--- src/rtl/seg_char_scroller.sv ---
// seg_char_scroller: scrolls a written ASCII message across NUM_DIGITS 7-segment digits; SEG_PAUSE_BLINK_EN blinks the frame while paused.
// Latency: o_Len/o_Full one cycle after a write or clear; o_Segments one cycle after any head/len/buffer change.
// Backpressure: none; a write while full, or together with i_Clear, is dropped.
module seg_char_scroller #(
    parameter int NUM_DIGITS    = 2,
    parameter int MSG_DEPTH     = 16,
    parameter int CLKS_PER_STEP = 12500000,
    parameter int DEBOUNCE_CLKS = 250000
) (
    input  logic                             i_Clk,
    input  logic                             i_Rst_L,
    input  logic                             i_Wr_En,
    input  logic [7:0]                       i_Wr_Char,
    input  logic                             i_Clear,
    input  logic                             i_Switch,
    output logic [7*NUM_DIGITS-1:0]          o_Segments,
    output logic [$clog2(MSG_DEPTH+1)-1:0]   o_Len,
    output logic                             o_Full
);

    localparam int LW = $clog2(MSG_DEPTH + 1);
    localparam int IW = $clog2(MSG_DEPTH);
    localparam int SW = (CLKS_PER_STEP > 1) ? $clog2(CLKS_PER_STEP) : 1;
    localparam int DW = (DEBOUNCE_CLKS > 1) ? $clog2(DEBOUNCE_CLKS) : 1;
    localparam logic [SW-1:0] STEP_LAST = SW'(CLKS_PER_STEP - 1);
    localparam logic [DW-1:0] DEB_LAST  = DW'(DEBOUNCE_CLKS - 1);

    typedef enum logic [1:0] {IDLE, STATIC, SCROLL, PAUSE} state_t;

    state_t                  state_q;
    state_t                  next_state;
    logic [1:0]              rst_pipe;
    logic                    rst_n;
    logic                    sw_meta;
    logic                    sw_sync;
    logic                    deb_level;
    logic [DW-1:0]           deb_cnt;
    logic                    run;
    logic [7:0]              buffer [MSG_DEPTH];
    logic [LW-1:0]           len_q;
    logic                    full_q;
    logic                    wr_ok;
    logic [IW-1:0]           head_q;
    logic [IW-1:0]           head_inc;
    logic [SW-1:0]           step_q;
    logic                    frame_blank;
    logic [LW:0]             pos;
    logic [7*NUM_DIGITS-1:0] seg_next;
    logic [7*NUM_DIGITS-1:0] seg_q;

    // Assertion is immediate; release is retimed so every state flop leaves reset on a clean edge.
    always_ff @(posedge i_Clk or negedge i_Rst_L) begin
        if (!i_Rst_L) begin
            rst_pipe <= '0;
        end else begin
            rst_pipe <= {rst_pipe[0], 1'b1};
        end
    end

    assign rst_n = rst_pipe[1];

    always_ff @(posedge i_Clk or negedge rst_n) begin
        if (!rst_n) begin
            sw_meta   <= 1'b0;
            sw_sync   <= 1'b0;
            deb_level <= 1'b0;
            deb_cnt   <= '0;
            run       <= 1'b1;
        end else begin
            sw_meta <= i_Switch;
            sw_sync <= sw_meta;
            if (sw_sync == deb_level) begin
                deb_cnt <= '0;
            end else if (deb_cnt == DEB_LAST) begin
                deb_cnt   <= '0;
                deb_level <= sw_sync;
                if (sw_sync) begin
                    run <= ~run;
                end
            end else begin
                deb_cnt <= deb_cnt + DW'(1);
            end
        end
    end

    assign wr_ok = i_Wr_En && !i_Clear && !full_q;

    always_ff @(posedge i_Clk) begin
        if (wr_ok) begin
            buffer[len_q[IW-1:0]] <= i_Wr_Char;
        end
    end

    always_ff @(posedge i_Clk or negedge rst_n) begin
        if (!rst_n) begin
            len_q  <= '0;
            full_q <= 1'b0;
        end else if (i_Clear) begin
            len_q  <= '0;
            full_q <= 1'b0;
        end else if (wr_ok) begin
            len_q  <= len_q + LW'(1);
            full_q <= (len_q == LW'(MSG_DEPTH - 1));
        end
    end

    always_comb begin
        next_state = IDLE;
        if (len_q == '0) begin
            next_state = IDLE;
        end else if (int'(len_q) <= NUM_DIGITS) begin
            next_state = STATIC;
        end else if (run) begin
            next_state = SCROLL;
        end else begin
            next_state = PAUSE;
        end
    end

    always_ff @(posedge i_Clk or negedge rst_n) begin
        if (!rst_n) begin
            state_q <= IDLE;
        end else begin
            state_q <= next_state;
        end
    end

    // The >= form also lands on 0 when a clear has just emptied the message.
    assign head_inc = (int'(head_q) + 1 >= int'(len_q)) ? '0 : head_q + IW'(1);

    always_ff @(posedge i_Clk or negedge rst_n) begin
        if (!rst_n) begin
            head_q <= '0;
            step_q <= '0;
        end else if (i_Clear) begin
            head_q <= '0;
            step_q <= '0;
        end else begin
            case (state_q)
                SCROLL: begin
                    if (step_q == STEP_LAST) begin
                        step_q <= '0;
                        head_q <= head_inc;
                    end else begin
                        step_q <= step_q + SW'(1);
                    end
                end
                PAUSE: begin
                    if (next_state == SCROLL) begin
                        step_q <= '0;
                    end
                end
                default: begin
                    head_q <= '0;
                    step_q <= '0;
                end
            endcase
        end
    end

`ifdef SEG_PAUSE_BLINK_EN
    logic [SW-1:0] blink_cnt;
    logic          blink_off;

    always_ff @(posedge i_Clk or negedge rst_n) begin
        if (!rst_n) begin
            blink_cnt <= '0;
            blink_off <= 1'b0;
        end else if (state_q != PAUSE) begin
            blink_cnt <= '0;
            blink_off <= 1'b0;
        end else if (blink_cnt == STEP_LAST) begin
            blink_cnt <= '0;
            blink_off <= ~blink_off;
        end else begin
            blink_cnt <= blink_cnt + SW'(1);
        end
    end

    assign frame_blank = (state_q == PAUSE) && blink_off;
`else
    assign frame_blank = 1'b0;
`endif

    // Active-high gfedcba pattern, inverted on return; anything not listed is blank.
    function automatic logic [6:0] glyph(input logic [7:0] c);
        logic [6:0] on;
        on = 7'h00;
        case (c)
            "0": on = 7'h3F;  "1": on = 7'h06;  "2": on = 7'h5B;  "3": on = 7'h4F;
            "4": on = 7'h66;  "5": on = 7'h6D;  "6": on = 7'h7D;  "7": on = 7'h07;
            "8": on = 7'h7F;  "9": on = 7'h6F;
            "A": on = 7'h77;  "B": on = 7'h7F;  "C": on = 7'h39;  "D": on = 7'h3F;
            "E": on = 7'h79;  "F": on = 7'h71;  "G": on = 7'h3D;  "H": on = 7'h76;
            "I": on = 7'h30;  "J": on = 7'h1E;  "K": on = 7'h75;  "L": on = 7'h38;
            "M": on = 7'h37;  "N": on = 7'h37;  "O": on = 7'h3F;  "P": on = 7'h73;
            "Q": on = 7'h67;  "R": on = 7'h50;  "S": on = 7'h6D;  "T": on = 7'h78;
            "U": on = 7'h3E;  "V": on = 7'h3E;  "W": on = 7'h7E;  "X": on = 7'h76;
            "Y": on = 7'h6E;  "Z": on = 7'h5B;
            "a": on = 7'h5F;  "b": on = 7'h7C;  "c": on = 7'h58;  "d": on = 7'h5E;
            "e": on = 7'h7B;  "f": on = 7'h71;  "g": on = 7'h6F;  "h": on = 7'h74;
            "i": on = 7'h10;  "j": on = 7'h0E;  "k": on = 7'h75;  "l": on = 7'h30;
            "m": on = 7'h54;  "n": on = 7'h54;  "o": on = 7'h5C;  "p": on = 7'h73;
            "q": on = 7'h67;  "r": on = 7'h50;  "s": on = 7'h6D;  "t": on = 7'h78;
            "u": on = 7'h1C;  "v": on = 7'h1C;  "w": on = 7'h1C;  "x": on = 7'h76;
            "y": on = 7'h6E;  "z": on = 7'h5B;
            "-": on = 7'h40;  " ": on = 7'h00;
            default: on = 7'h00;
        endcase
        return ~on;
    endfunction

    always_comb begin
        seg_next = '1;
        pos      = '0;
        for (int k = 0; k < NUM_DIGITS; k++) begin
            pos = (LW+1)'(head_q) + (LW+1)'(k);
            if (pos >= {1'b0, len_q}) begin
                pos = pos - {1'b0, len_q};
            end
            if ((k < int'(len_q)) && !frame_blank) begin
                seg_next[7*k +: 7] = glyph(buffer[pos[IW-1:0]]);
            end
        end
    end

    always_ff @(posedge i_Clk or negedge rst_n) begin
        if (!rst_n) begin
            seg_q <= '1;
        end else begin
            seg_q <= seg_next;
        end
    end

    assign o_Segments = seg_q;
    assign o_Len      = len_q;
    assign o_Full     = full_q;

endmodule

--- config.mk ---
export PLATFORM = sky130hd
export DESIGN_NAME = seg_char_scroller
export DESIGN_NICKNAME = d
export VERILOG_FILES = /design/src/rtl/seg_char_scroller.sv
export SDC_FILE = /design/constraint.sdc
export NUM_CORES = 1
export LEC_CHECK = 0
export ABC_AREA = 0
export BUFFER_PORTS_ARGS = -buffer_cell sky130_fd_sc_hd__buf_2
export CORE_MARGIN = 10
export CORE_UTILIZATION = 34
export DETAILED_ROUTE_END_ITERATION = 12
export PLACE_DENSITY_LB_ADDON = 0.15
export SETUP_SLACK_MARGIN = 0.2
export SYNTH_ARGS = -nofsm -noshare
export SYNTH_HDL_FRONTEND = slang
export SYNTH_SLANG_ARGS = --single-unit
--- constraint.sdc ---
create_clock -name i_Clk -period 2.65 [get_ports i_Clk]
set_input_delay 0.6625 -clock i_Clk [delete_from_list [all_inputs] [get_ports i_Clk]]
set_output_delay 0.6625 -clock i_Clk [all_outputs]
set_load 0.05 [all_outputs]
==> Implementation_results.wiki <==
{| class="wikitable"
! Metric !! Value
|-
| First-pass GRT wire length || 61.5 mm
|-
| Clock Tree Buf Depth || 3
|-
| Global Route met3 Usage || 0.0248
|-
| Maximum achievable frequency || 248 MHz
|-
| Static Leakage || 6.65 nW
|-
| First-pass detailed-route iteration total || 5
|-
| Vias per inst || 5.36
|-
| TritonCTS Sinks || 202
|-
| Post-Syn Instances || 1225
|-
| Iter 0 DRT Violations || 632
|-
| Failing checks || setup timing
|-
| Clock tree root buffer cell || sky130_fd_sc_hd__clkbuf_16
|-
| Post-route fraction of the period consumed by the critical path || 1.52
|-
| Total of flip-flops plus latches after synthesis || 202
|-
| Count of flip-flops with a built-in enable after synthesis || 128
|-
| Kind of path behind the tightest hold check || input port to flop
|-
| Most used routing layer || met2
|-
| Pre-CTS setup slack || -1560 ps
|-
| Tmin final || 4030 ps
|-
| Chip Width || 211 microns
|-
| Final ANT Viol Nets || 0
|-
| Proportion of synthesized chip area in sequential cells || 0.462
|-
| Maximum level of the CTS H-tree || 1
|-
| Setup ws final || -1380 ps
|-
| Residual DRC count || 0
|-
| Antenna diode count || 0
|-
| Most used cells in the layout excluding fill and tap cells || 223 x sky130_fd_sc_hd__buf_4, 149 x sky130_fd_sc_hd__nand2_1, 128 x sky130_fd_sc_hd__edfxtp_1
|-
| Max-cap viol count || 0
|-
| Number of I/O pins || 33
|-
| Kind of end point of the critical path || flop
|-
| Congestion Overflow GR || 0
|-
| Die height || 211 microns
|-
| Largest net degree at the start of global routing || 67
|-
| Final number of hold-violating endpoints || 0
|-
| Final nets || 1542
|-
| Cells on worst reg2reg path || 19
|-
| Leading cell type in the layout, fill and taps excluded || sky130_fd_sc_hd__buf_4
|-
| Total setup violations reported at the end of the flow || 14
|-
| Outcome || complete, but fails checks
|-
| Initial core utilization || 0.346
|-
| Worst reg2reg startpoint || head_q[0]$_DFFE_PN0P_
|-
| Distinct cells, synth || 83
|-
| Worst voltage drop across the vdd grid || 0.000484 V
|-
| Floorplan core area || 0.0357 sq mm
|-
| Slew Limit Headroom || 0.381
|-
| Clock tree from TritonCTS || done
|-
| CTS Buf Count || 25
|-
| Placed wire-length estimate after detailed placement || 27.8 mm
|-
| Total via count in the routed design || 10585
|-
| Count of input and output buffers || 32
|-
| Share of synthesized registers carrying an async set or reset || 0.366
|-
| Reg2Reg Setup Slack || -1380 ps
|-
| Setup repair after global routing missed its margin || true
|-
| Clock latency on the worst-skew pair || 550 ps
|-
| Crit start category || flop
|-
| Crit Path Category || flop to flop
|-
| Vias in the first global route || 10612
|-
| Share of cells above drive strength 1 || 0.376
|-
| Full die area || 0.0444 sq mm
|-
| Terminus of the critical flop-to-flop path || o_Segments[9]$_DFF_PN1_
|-
| Max Transition Viols Final || 0
|-
| Routed wirelength normalized by instance count || 20.1 microns
|-
| CTS clock-pin slew for the worst setup and hold paths || 60 ps
|-
| Met1 routing resource usage after global routing || 0.232
|-
| Crit Path Max Fanout || 4
|-
| Total Routed Length || 39.7 mm
|-
| Syn_nets || 1274
|-
| Most used DFF post-synth || sky130_fd_sc_hd__edfxtp_1
|-
| Total of warnings raised by yosys || 0
|-
| Final total power || 0.0132 W
|-
| Hold WS || 222 ps
|-
| Placer Congestion || 0.885
|-
| Required time at the endpoint of the critical path || 3120 ps
|-
| Signal arrival time at the worst endpoint || 4500 ps
|-
| Synthesized cell area || 0.0124 sq mm
|-
| Site row count || 69
|-
| Post-synthesis average cell area || 10.1 sq um
|-
| Initial antenna violation count || 2
|-
| Met2 routing resource usage after global routing || 0.292
|-
| Skew final || 9.32 ps
|-
| Total Routing Usage GR || 0.175
|-
| Least-Margin Pin Slew || 929 ps
|-
| Area overhead of the layout relative to synthesis || 37.7%
|-
| Worst Setup SP || head_q[0]$_DFFE_PN0P_
|-
| Capturing instance or port of the critical path || o_Segments[9]$_DFF_PN1_
|-
| Pwr Density || 774 mW/mm^2
|}
synth_stat cells, types with 32 or more instances:
cell | n | area [sq um]
sky130_fd_sc_hd__dfrtp_1 | 59 | 1480
sky130_fd_sc_hd__a21oi_1 | 62 | 310
sky130_fd_sc_hd__nand3_1 | 48 | 240
sky130_fd_sc_hd__and3_1 | 33 | 206
sky130_fd_sc_hd__edfxtp_1 | 128 | 3840
sky130_fd_sc_hd__mux2i_1 | 106 | 1060
sky130_fd_sc_hd__ha_1 | 34 | 425
sky130_fd_sc_hd__nand2_1 | 153 | 574
sky130_fd_sc_hd__nor2_1 | 93 | 349
sky130_fd_sc_hd__o21ai_0 | 78 | 390
sky130_fd_sc_hd__clkbuf_1 | 32 | 120
sky130_fd_sc_hd__mux2_2 | 34 | 383
state kept, by name, indices dropped and copies added, names as in the netlist:
signal      cells
buffer        128
deb_cnt        18
deb_level       1
head_q          4
o_Full          1
o_Len           5
o_Segments     14
rst_pipe        2
run             1
state_q         2
step_q         24
sw_meta         1
sw_sync         1
where the power goes:
| group | internal [W] | leakage, nW | total (W) | switching [W] |
|---|---|---|---|---|
| clock | 0.00179 | 0.372 | 0.00334 | 0.00155 |
| sequential | 0.00345 | 2.11 | 0.00351 | 0.0000517 |
| combinational | 0.00307 | 4.17 | 0.00631 | 0.00325 |
| total | 0.00832 | 6.65 | 0.0132 | 0.00485 |
per-layer routing:
layer / vias up / part of all wire
li1: 5091 / -
met4: 4 / 0.027
met3: 69 / 0.050
met1: 5158 / 0.45
met2: 263 / 0.47
met5: - / 0.00058
area by class of cell:
cell class                      count  area, sq um
Fill cell                        3332        18700
Multi-Input combinational cell    927         7130
Sequential cell                   202         5730
Timing Repair Buffer              311         2650
Clock buffer                       25          626
Tap cell                          461          577
Clock inverter                     21          180
Inverter                           26          118
critical path, cell delays in order (launching register included):
cell	delay [ps]
sky130_fd_sc_hd__dfrtp_2	440
sky130_fd_sc_hd__ha_4	190
sky130_fd_sc_hd__xor2_4	160
sky130_fd_sc_hd__ha_4	240
sky130_fd_sc_hd__a21o_4	230
sky130_fd_sc_hd__a31oi_4	200
sky130_fd_sc_hd__o21ai_4	110
sky130_fd_sc_hd__mux2_4	360
sky130_fd_sc_hd__buf_12	150
sky130_fd_sc_hd__mux2i_2	150
sky130_fd_sc_hd__a221oi_2	260
sky130_fd_sc_hd__a21oi_1	60
sky130_fd_sc_hd__a21o_2	270
sky130_fd_sc_hd__buf_6	160
sky130_fd_sc_hd__ha_4	300
sky130_fd_sc_hd__inv_4	50
sky130_fd_sc_hd__xnor2_1	120
sky130_fd_sc_hd__nor2_1	90
sky130_fd_sc_hd__a311oi_1	50
sky130_fd_sc_hd__o32a_1	360
repair_timing:
action	4_1_cts	5_1_grt
cloned	2	0
setup buffers	29	23
hold buffers	1	0
setup endpoints to repair	14	15
pin swaps	66	32
endpoints found under the hold margin	2	0
gates resized for setup	141	40
stage by stage:
step | TNS, ps | area, sq um | utilization | std cells
floorplan | -18460 | 12800 | - | 1225
global placement | -19100 | 15000 | 0.420 | 1872
detailed placement | -19620 | 15000 | 0.420 | 1872
CTS | -17360 | 16700 | 0.466 | 1950
global route | -19840 | 17000 | 0.476 | 1973
finish | -17460 | 17000 | 0.476 | 1973
worst min-delay path by stage:
stage / from / to / slack (ps) / depth (start not counted)
after CTS: i_Switch / sw_meta$_DFF_PN0_ / 200 / 1
after detailed placement: sw_meta$_DFF_PN0_ / sw_sync$_DFF_PN0_ / 340 / 0
final: i_Switch / sw_meta$_DFF_PN0_ / 220 / 1
after floorplan: rst_pipe[0]$_DFF_PN0_ / rst_pipe[1]$_DFF_PN0_ / 330 / 0
after global routing: i_Switch / sw_meta$_DFF_PN0_ / 200 / 1
after global placement: sw_meta$_DFF_PN0_ / sw_sync$_DFF_PN0_ / 340 / 0
cell families after synthesis:
logic type / Yosys count / synth area share
other cells: 1 / 0.000303
flops: 202 / 0.462
fa+ha+maj: 36 / 0.0377
simple gates: 408 / 0.153
compound gates: 294 / 0.159
mux: 145 / 0.124
buf+inv: 96 / 0.0334
xor+xnor: 43 / 0.0305
Note: power is estimated with default switching activity, not from simulation.
